===== src/rtl/fetch_if.sv =====
// Fetch-stage bus: instruction-memory request/ack on one side, decoded
// instruction hand-off to control on the other.
interface fetch_if #(
  parameter int PC_W    = 16,
  parameter int INSTR_W = 16
);
  // Handshakes: imem_req stays high with imem_addr frozen until a cycle with
  // imem_ack, which delivers imem_rdata. instr_valid stays high with
  // instr/opcode/pc/pc_plus1 frozen until a cycle with instr_ready (retire).
  logic               imem_req;
  logic [PC_W-1:0]    imem_addr;
  logic               imem_ack;
  logic [INSTR_W-1:0] imem_rdata;
  logic [INSTR_W-1:0] instr;
  logic [2:0]         opcode;
  logic               instr_valid;
  logic               instr_ready;
  logic [PC_W-1:0]    pc;
  logic [PC_W-1:0]    pc_plus1;
  logic               jump;
  logic [12:0]        jump_target;
  logic               branch_taken;
  logic [6:0]         branch_offset;
  logic               fetch_err;

  modport master (
    output imem_req, imem_addr, instr, opcode, instr_valid, pc, pc_plus1, fetch_err,
    input  imem_ack, imem_rdata, instr_ready, jump, jump_target, branch_taken, branch_offset
  );

  modport slave (
    input  imem_req, imem_addr, instr, opcode, instr_valid, pc, pc_plus1, fetch_err,
    output imem_ack, imem_rdata, instr_ready, jump, jump_target, branch_taken, branch_offset
  );
endinterface


===== src/rtl/fetch_unit.sv =====
// Instruction-fetch stage: PC, imem request/wait handling, jump/branch redirect at retire.
// Optional fetch timeout with sticky fetch_err is built when FETCH_TIMEOUT_EN is defined.
module fetch_unit #(
  parameter int              PC_W     = 16,
  parameter int              INSTR_W  = 16,
  parameter logic [PC_W-1:0] RESET_PC = 16'h0000
`ifdef FETCH_TIMEOUT_EN
  ,
  parameter int              TIMEOUT  = 15
`endif
) (
  input  logic       clk,
  input  logic       reset,
  fetch_if.master    bus,
  output logic [1:0] state_dbg
);

`ifdef FETCH_TIMEOUT_EN
  typedef enum logic [1:0] {S_FETCH = 2'd0, S_WAIT = 2'd1, S_VALID = 2'd2, S_ERR = 2'd3} state_e;
  localparam int CNT_W = $clog2(TIMEOUT + 1);
  logic [CNT_W-1:0] cnt_q, cnt_d;
`else
  typedef enum logic [1:0] {S_FETCH = 2'd0, S_WAIT = 2'd1, S_VALID = 2'd2} state_e;
`endif

  state_e             state_q, state_d;
  logic               req_q, req_d;
  logic [PC_W-1:0]    pc_q, pc_d;
  logic [INSTR_W-1:0] instr_q, instr_d;
  logic [PC_W-1:0]    pc_plus1;
  logic [PC_W-1:0]    next_pc;

  always_comb begin
    pc_plus1 = pc_q + PC_W'(1);
    if (bus.jump) begin
      next_pc = {pc_plus1[PC_W-1:13], bus.jump_target};
    end else if (bus.branch_taken) begin
      next_pc = pc_plus1 + {{(PC_W-7){bus.branch_offset[6]}}, bus.branch_offset};
    end else begin
      next_pc = pc_plus1;
    end
  end

  // req_q is low in the first FETCH cycle after reset, so an ack that
  // arrives late for an abandoned request is not taken as data.
  always_comb begin
    state_d = state_q;
    req_d   = req_q;
    pc_d    = pc_q;
    instr_d = instr_q;
`ifdef FETCH_TIMEOUT_EN
    cnt_d   = cnt_q;
`endif
    case (state_q)
      S_FETCH: begin
        req_d = 1'b1;
`ifdef FETCH_TIMEOUT_EN
        cnt_d = '0;
`endif
        if (req_q) begin
          if (bus.imem_ack) begin
            instr_d = bus.imem_rdata;
            req_d   = 1'b0;
            state_d = S_VALID;
          end else begin
            state_d = S_WAIT;
          end
        end
      end
      S_WAIT: begin
        if (bus.imem_ack) begin
          instr_d = bus.imem_rdata;
          req_d   = 1'b0;
          state_d = S_VALID;
        end
`ifdef FETCH_TIMEOUT_EN
        else if (cnt_q == CNT_W'(TIMEOUT - 1)) begin
          req_d   = 1'b0;
          state_d = S_ERR;
        end else begin
          cnt_d = cnt_q + CNT_W'(1);
        end
`endif
      end
      S_VALID: begin
        req_d = 1'b0;
        if (bus.instr_ready) begin
          pc_d    = next_pc;
          req_d   = 1'b1;
          state_d = S_FETCH;
        end
      end
`ifdef FETCH_TIMEOUT_EN
      S_ERR: begin
        req_d = 1'b0;
      end
`endif
      default: begin
        req_d   = 1'b0;
        state_d = S_FETCH;
      end
    endcase
  end

  always_ff @(posedge clk) begin
    if (reset) begin
      state_q <= S_FETCH;
      req_q   <= 1'b0;
      pc_q    <= RESET_PC;
      instr_q <= '0;
`ifdef FETCH_TIMEOUT_EN
      cnt_q   <= '0;
`endif
    end else begin
      state_q <= state_d;
      req_q   <= req_d;
      pc_q    <= pc_d;
      instr_q <= instr_d;
`ifdef FETCH_TIMEOUT_EN
      cnt_q   <= cnt_d;
`endif
    end
  end

  assign bus.imem_req    = req_q;
  assign bus.imem_addr   = pc_q;
  assign bus.instr       = instr_q;
  assign bus.opcode      = instr_q[INSTR_W-1 -: 3];
  assign bus.instr_valid = (state_q == S_VALID);
  assign bus.pc          = pc_q;
  assign bus.pc_plus1    = pc_plus1;
`ifdef FETCH_TIMEOUT_EN
  assign bus.fetch_err   = (state_q == S_ERR);
`else
  assign bus.fetch_err   = 1'b0;
`endif
  assign state_dbg       = state_q;

endmodule


===== src/flat_wrapper.sv =====
// flat-port wrapper written by rule: the top's interface ports become plain ports
module fetch_unit_flat 
#(
  parameter int              PC_W     = 16,
  parameter int              INSTR_W  = 16,
  parameter logic [PC_W-1:0] RESET_PC = 16'h0000

)
  (clk, reset, state_dbg, bus_imem_req, bus_imem_addr, bus_instr, bus_opcode, bus_instr_valid, bus_pc, bus_pc_plus1, bus_fetch_err, bus_imem_ack, bus_imem_rdata, bus_instr_ready, bus_jump, bus_jump_target, bus_branch_taken, bus_branch_offset);
  fetch_if #(.PC_W(PC_W), .INSTR_W(INSTR_W)) bus_i ();
  input  logic clk;
  input  logic reset;
  output logic [1:0] state_dbg;
  output wire logic [$bits(bus_i.imem_req)-1:0] bus_imem_req;
  output wire logic [$bits(bus_i.imem_addr)-1:0] bus_imem_addr;
  output wire logic [$bits(bus_i.instr)-1:0] bus_instr;
  output wire logic [$bits(bus_i.opcode)-1:0] bus_opcode;
  output wire logic [$bits(bus_i.instr_valid)-1:0] bus_instr_valid;
  output wire logic [$bits(bus_i.pc)-1:0] bus_pc;
  output wire logic [$bits(bus_i.pc_plus1)-1:0] bus_pc_plus1;
  output wire logic [$bits(bus_i.fetch_err)-1:0] bus_fetch_err;
  input wire logic [$bits(bus_i.imem_ack)-1:0] bus_imem_ack;
  input wire logic [$bits(bus_i.imem_rdata)-1:0] bus_imem_rdata;
  input wire logic [$bits(bus_i.instr_ready)-1:0] bus_instr_ready;
  input wire logic [$bits(bus_i.jump)-1:0] bus_jump;
  input wire logic [$bits(bus_i.jump_target)-1:0] bus_jump_target;
  input wire logic [$bits(bus_i.branch_taken)-1:0] bus_branch_taken;
  input wire logic [$bits(bus_i.branch_offset)-1:0] bus_branch_offset;
  assign bus_imem_req = bus_i.imem_req;
  assign bus_imem_addr = bus_i.imem_addr;
  assign bus_instr = bus_i.instr;
  assign bus_opcode = bus_i.opcode;
  assign bus_instr_valid = bus_i.instr_valid;
  assign bus_pc = bus_i.pc;
  assign bus_pc_plus1 = bus_i.pc_plus1;
  assign bus_fetch_err = bus_i.fetch_err;
  assign bus_i.imem_ack = bus_imem_ack;
  assign bus_i.imem_rdata = bus_imem_rdata;
  assign bus_i.instr_ready = bus_instr_ready;
  assign bus_i.jump = bus_jump;
  assign bus_i.jump_target = bus_jump_target;
  assign bus_i.branch_taken = bus_branch_taken;
  assign bus_i.branch_offset = bus_branch_offset;
  fetch_unit #(.PC_W(PC_W), .INSTR_W(INSTR_W), .RESET_PC(RESET_PC)) u_core (.clk(clk), .reset(reset), .bus(bus_i), .state_dbg(state_dbg));
endmodule

===== config.mk =====
export PLATFORM = sky130hd
export DESIGN_NAME = fetch_unit_flat
export DESIGN_NICKNAME = d
export VERILOG_FILES = /design/src/rtl/fetch_if.sv /design/src/rtl/fetch_unit.sv /design/src/flat_wrapper.sv
export SDC_FILE = /design/constraint.sdc
export NUM_CORES = 1
export LEC_CHECK = 0
export ABC_CLOCK_PERIOD_IN_PS = 5300
export BUFFER_PORTS_ARGS = -buffer_cell sky130_fd_sc_hd__buf_2
export CAP_MARGIN = 40
export CORE_MARGIN = 1.5
export CORE_UTILIZATION = 30
export CTS_CLUSTER_SIZE = 40
export DETAILED_ROUTE_END_ITERATION = 16
export PLACE_DENSITY_LB_ADDON = 0.1
export SYNTH_ARGS = -nofsm -noshare
export SYNTH_HDL_FRONTEND = slang
export SYNTH_SLANG_ARGS = --single-unit

===== constraint.sdc =====
create_clock -name clk -period 5.3 [get_ports clk]
set_input_delay 1.06 -clock clk [delete_from_list [all_inputs] [get_ports clk]]
set_output_delay 1.06 -clock clk [all_outputs]
set_load 0.01 [all_outputs]

==> results.sh <==
export IMPL_fmax_ghz=0.289
export IMPL_firstDrtPassIters=4
export IMPL_synth_compound_area_share_pct=25.4
export IMPL_grt_pass1_wl_um=14500
export IMPL_tritoncts_clock_tree="done"
export IMPL_outcome="complete, no violations"
export IMPL_powerDensity_mw_per_mm2=209
export IMPL_track_usage_pct=18.1
export IMPL_drv_max_cap_violation_count=0
export IMPL_grt_antenna_before_repair=0
export IMPL_irDropWorstVdd_mv=0.150
export IMPL_drt_initial_drc_count=144
export IMPL_clkSinkCount=35
export IMPL_setup_worst_path_start_class="register"
export IMPL_cts_resized=0
export IMPL_cts_post_setup_buffers_inserted=0
export IMPL_slew_limit_fails=0
export IMPL_net_count_of_the_mapped_netlist=437
export IMPL_design_core_area_mm2=0.00928
export IMPL_number_of_vias_after_detailed_routing=2987
export IMPL_clockBufferDepth=2
export IMPL_hold_class="register to register"
export IMPL_yosys_warnings=0
export IMPL_slew_headroom_pct=48.2
export IMPL_synth_seq_cells=35
export IMPL_slowest_stage="sky130_fd_sc_hd__dfxtp_1"
export IMPL_design_die_area_mm2=0.0102
export IMPL_postSynthAreaPerCell_um2=7.70
export IMPL_top_level_ports=114
export IMPL_areaGrowthSynthToFinish_pct=21.7
export IMPL_synth_mux_area_fraction_pct=1.39
export IMPL_timing_critical_path_buf_inv=1
export IMPL_asyncSetResetFlopFracSynth_pct=0
export IMPL_rsz0062_at_grt="no"
export IMPL_die_y_um=101
export IMPL_worst_setup_path_end_kind="register"
export IMPL_starting_utilization_of_the_core_area_pct=31.0
export IMPL_setup_tns_ps=0
export IMPL_synth_xor_xnor_area_share_pct=6.69
export IMPL_ys_seq_area_share_pct=24.3
export IMPL_critical_path_most_common_cell="sky130_fd_sc_hd__ha_1"
export IMPL_clock_latency_late_sink_ps=290
export IMPL_cp_max_fo=8
export IMPL_power_static_leakage_uw=0.00172
export IMPL_fp_row_count=35
export IMPL_finalSetupViolCount=0
export IMPL_combinational_family_with_the_most_area_after_synthesis="compound AO/OA/AOI/OAI gates"
export IMPL_timing_worst_setup_path_type="register to register"
export IMPL_finish_net_count=520
export IMPL_worst_path_dominant_cell_family="simple AND/OR/NAND/NOR gates"
export IMPL_cts_htree_levels=2
export IMPL_power_uw=731
export IMPL_avgViaCountPerCell=5.09
export IMPL_place_gp_congestion=0.942
export IMPL_post_synth_fa_ha_maj_area_fraction_pct=9.38
export IMPL_synth_cells=374
export IMPL_worstMarginPinSlew_ps=776
export IMPL_grt_pass1_vias=2733
export IMPL_grt_remaining_overflow=0
export IMPL_final_common_cell="sky130_fd_sc_hd__buf_2"
export IMPL_layout_common_cells="112 x sky130_fd_sc_hd__buf_2, 59 x sky130_fd_sc_hd__nand2_1, 37 x sky130_fd_sc_hd__a21oi_1, 35 x sky130_fd_sc_hd__dfxtp_1, 28 x sky130_fd_sc_hd__nor2_1"
export IMPL_io_buffer_count=112
export IMPL_clk_pin_slew_worst_paths_ps=80
export IMPL_syn_area_mm2=0.00288
export IMPL_drt_drc_violations_left=0
export IMPL_number_of_filler_cells_placed_in_the_layout=1048
export IMPL_finalWorstPathRequiredPeriod_ps=3460
export IMPL_fin_worst_hold_slack_ps=454
export IMPL_hpwlAfterDp_um=7110
export IMPL_clock_tree_root_cell="sky130_fd_sc_hd__clkbuf_8"
export IMPL_post_cts_hold_buffer_count=0
export IMPL_synth_simple_gate_area_share_pct=24.2
export IMPL_detail_route_antenna_nets=0
export IMPL_post_route_period_util_pct=65.3
export IMPL_worst_path_largest_cell_delay_ps=520
export IMPL_synthFlopType="sky130_fd_sc_hd__dfxtp_1"
export IMPL_skew_ps=5.48
export IMPL_synth_cell_type_count=65
export IMPL_numCtsBuffers=5
export IMPL_critical_path_cell_chain="ha_1, nand3_1, nor4_1, xnor2_1, inv_1, ha_1, and4_1, o211a_1, nand2_1, o311a_2, a31o_1, a21oi_2"
export IMPL_worst_endpoint_data_arrival_time_ps=3680
export IMPL_critical_path_required_ps=5520
export IMPL_grt_max_degree=40
export IMPL_detail_route_wirelength_um=9260
export IMPL_drt_wirelength_per_cell_um=15.8
export IMPL_count_of_inserted_antenna_diode_cells=0
export IMPL_die_x_um=101
export IMPL_synth_edff_count=0
export IMPL_layout_drive_gt1_share_pct=28.6
export IMPL_timing_hold_violations_final=0
-- synthesized netlist by cell type (3+ instances only) --
| library cell | number | area, µm² |
|---|---|---|
| sky130_fd_sc_hd__nand4_1 | 5 | 31.3 |
| sky130_fd_sc_hd__a31oi_1 | 3 | 18.8 |
| sky130_fd_sc_hd__mux2i_1 | 4 | 40.0 |
| sky130_fd_sc_hd__nor3_1 | 4 | 20.0 |
| sky130_fd_sc_hd__dfxtp_1 | 35 | 701 |
| sky130_fd_sc_hd__xor2_1 | 11 | 96.3 |
| sky130_fd_sc_hd__nand2_1 | 59 | 221 |
| sky130_fd_sc_hd__o21bai_1 | 4 | 30.0 |
| sky130_fd_sc_hd__nor4_1 | 5 | 31.3 |
| sky130_fd_sc_hd__nand3_1 | 9 | 45.0 |
| sky130_fd_sc_hd__and3_1 | 4 | 25.0 |
| sky130_fd_sc_hd__xnor2_1 | 11 | 96.3 |
| sky130_fd_sc_hd__buf_4 | 20 | 150 |
| sky130_fd_sc_hd__o21ai_0 | 11 | 55.1 |
| sky130_fd_sc_hd__o21a_1 | 3 | 22.5 |
| sky130_fd_sc_hd__a211oi_1 | 6 | 45.0 |
| sky130_fd_sc_hd__o211ai_1 | 7 | 52.6 |
| sky130_fd_sc_hd__and2_1 | 3 | 18.8 |
| sky130_fd_sc_hd__ha_1 | 20 | 250 |
| sky130_fd_sc_hd__nor2_1 | 28 | 105 |
| sky130_fd_sc_hd__clkbuf_1 | 14 | 52.6 |
| sky130_fd_sc_hd__a21o_1 | 10 | 75.1 |
| sky130_fd_sc_hd__a21oi_1 | 37 | 185 |
| sky130_fd_sc_hd__inv_1 | 8 | 30.0 |
| sky130_fd_sc_hd__nand3b_1 | 3 | 22.5 |
| sky130_fd_sc_hd__nor2b_1 | 3 | 18.8 |
-- area by class of cell --
cell class | count | area (µm²) | area share (%)
inverter | 8 | 30.0 | 0.856
tap | 129 | 161 | 4.60
multi-input combinational | 294 | 1930 | 55.2
timing repair buffer | 113 | 568 | 16.2
sequential | 35 | 701 | 20.0
clock buffer | 5 | 68.8 | 1.96
clock inverter | 3 | 43.8 | 1.25
-- layer usage --
layer / up-vias / global-route usage (%) / share of wire, %
met5: - / 0 / 0
met4: 0 / 3.74 / 0.96
met3: 8 / 2.77 / 4.9
met2: 87 / 29.8 / 48
met1: 1395 / 24.9 / 47
li1: 1497 / - / -
-- state kept, by name, summed over array words and instances (netlist names) --
| signal | flops |
|---|---|
| u_core.bus.imem_req | 1 |
| u_core.bus.imem_addr | 16 |
| u_core.state_dbg | 2 |
| u_core.bus.instr | 16 |
-- final timing paths --
kind	endpoint	cells after the start	slack, ps	start
worst max-delay path	u_core.bus.imem_addr[15]$_SDFFE_PP0P_	12	1840	u_core.bus.imem_addr[0]$_SDFFE_PP0P_
worst min-delay path	u_core.bus.instr[6]$_SDFFE_PP0P_	2	450	u_core.bus.instr[6]$_SDFFE_PP0P_
worst max register to register	u_core.bus.imem_addr[15]$_SDFFE_PP0P_	12	1840	u_core.bus.imem_addr[0]$_SDFFE_PP0P_
worst min register to register	u_core.bus.instr[6]$_SDFFE_PP0P_	2	450	u_core.bus.instr[6]$_SDFFE_PP0P_
-- logic make-up after synthesis --
kind of cell,after synthesis
AND/OR/NAND/NOR,139
AO/OA/AOI/OAI,107
buffers and inverters,45
flip-flops,35
XOR/XNOR,22
adder cells (fa/ha/maj),21
multiplexers,4
other,1
-- worst register-to-register path, delay by kind of cell, from the launching register on --
kind | cells | cell delay (ps)
compound gates | 4 | 980
xor+xnor | 1 | 190
fa+ha+maj | 2 | 630
buf+inv | 1 | 90
flops | 1 | 520
simple gates | 4 | 980
-- stage by stage --
stage / setup WS (ps) / instances / cell area (µm²) / utilization, %
3_3_place_gp: 1990 / 579 / 3390 / 36.6
2_1_floorplan: 2190 / 374 / 2880 / -
5_1_grt: 1680 / 587 / 3510 / 37.8
3_5_place_dp: 1880 / 579 / 3390 / 36.6
6_report: 1840 / 587 / 3510 / 37.8
4_1_cts: 1840 / 587 / 3510 / 37.8
-- where the power goes --
| group | total (µW) | switching, µW | internal [µW] |
|---|---|---|---|
| clock network | 249 | 109 | 140 |
| logic | 190 | 115 | 75.2 |
| registers | 292 | 15.0 | 277 |
| total | 731 | 239 | 493 |
No activity file was read; power rests on OpenSTA's default activity.
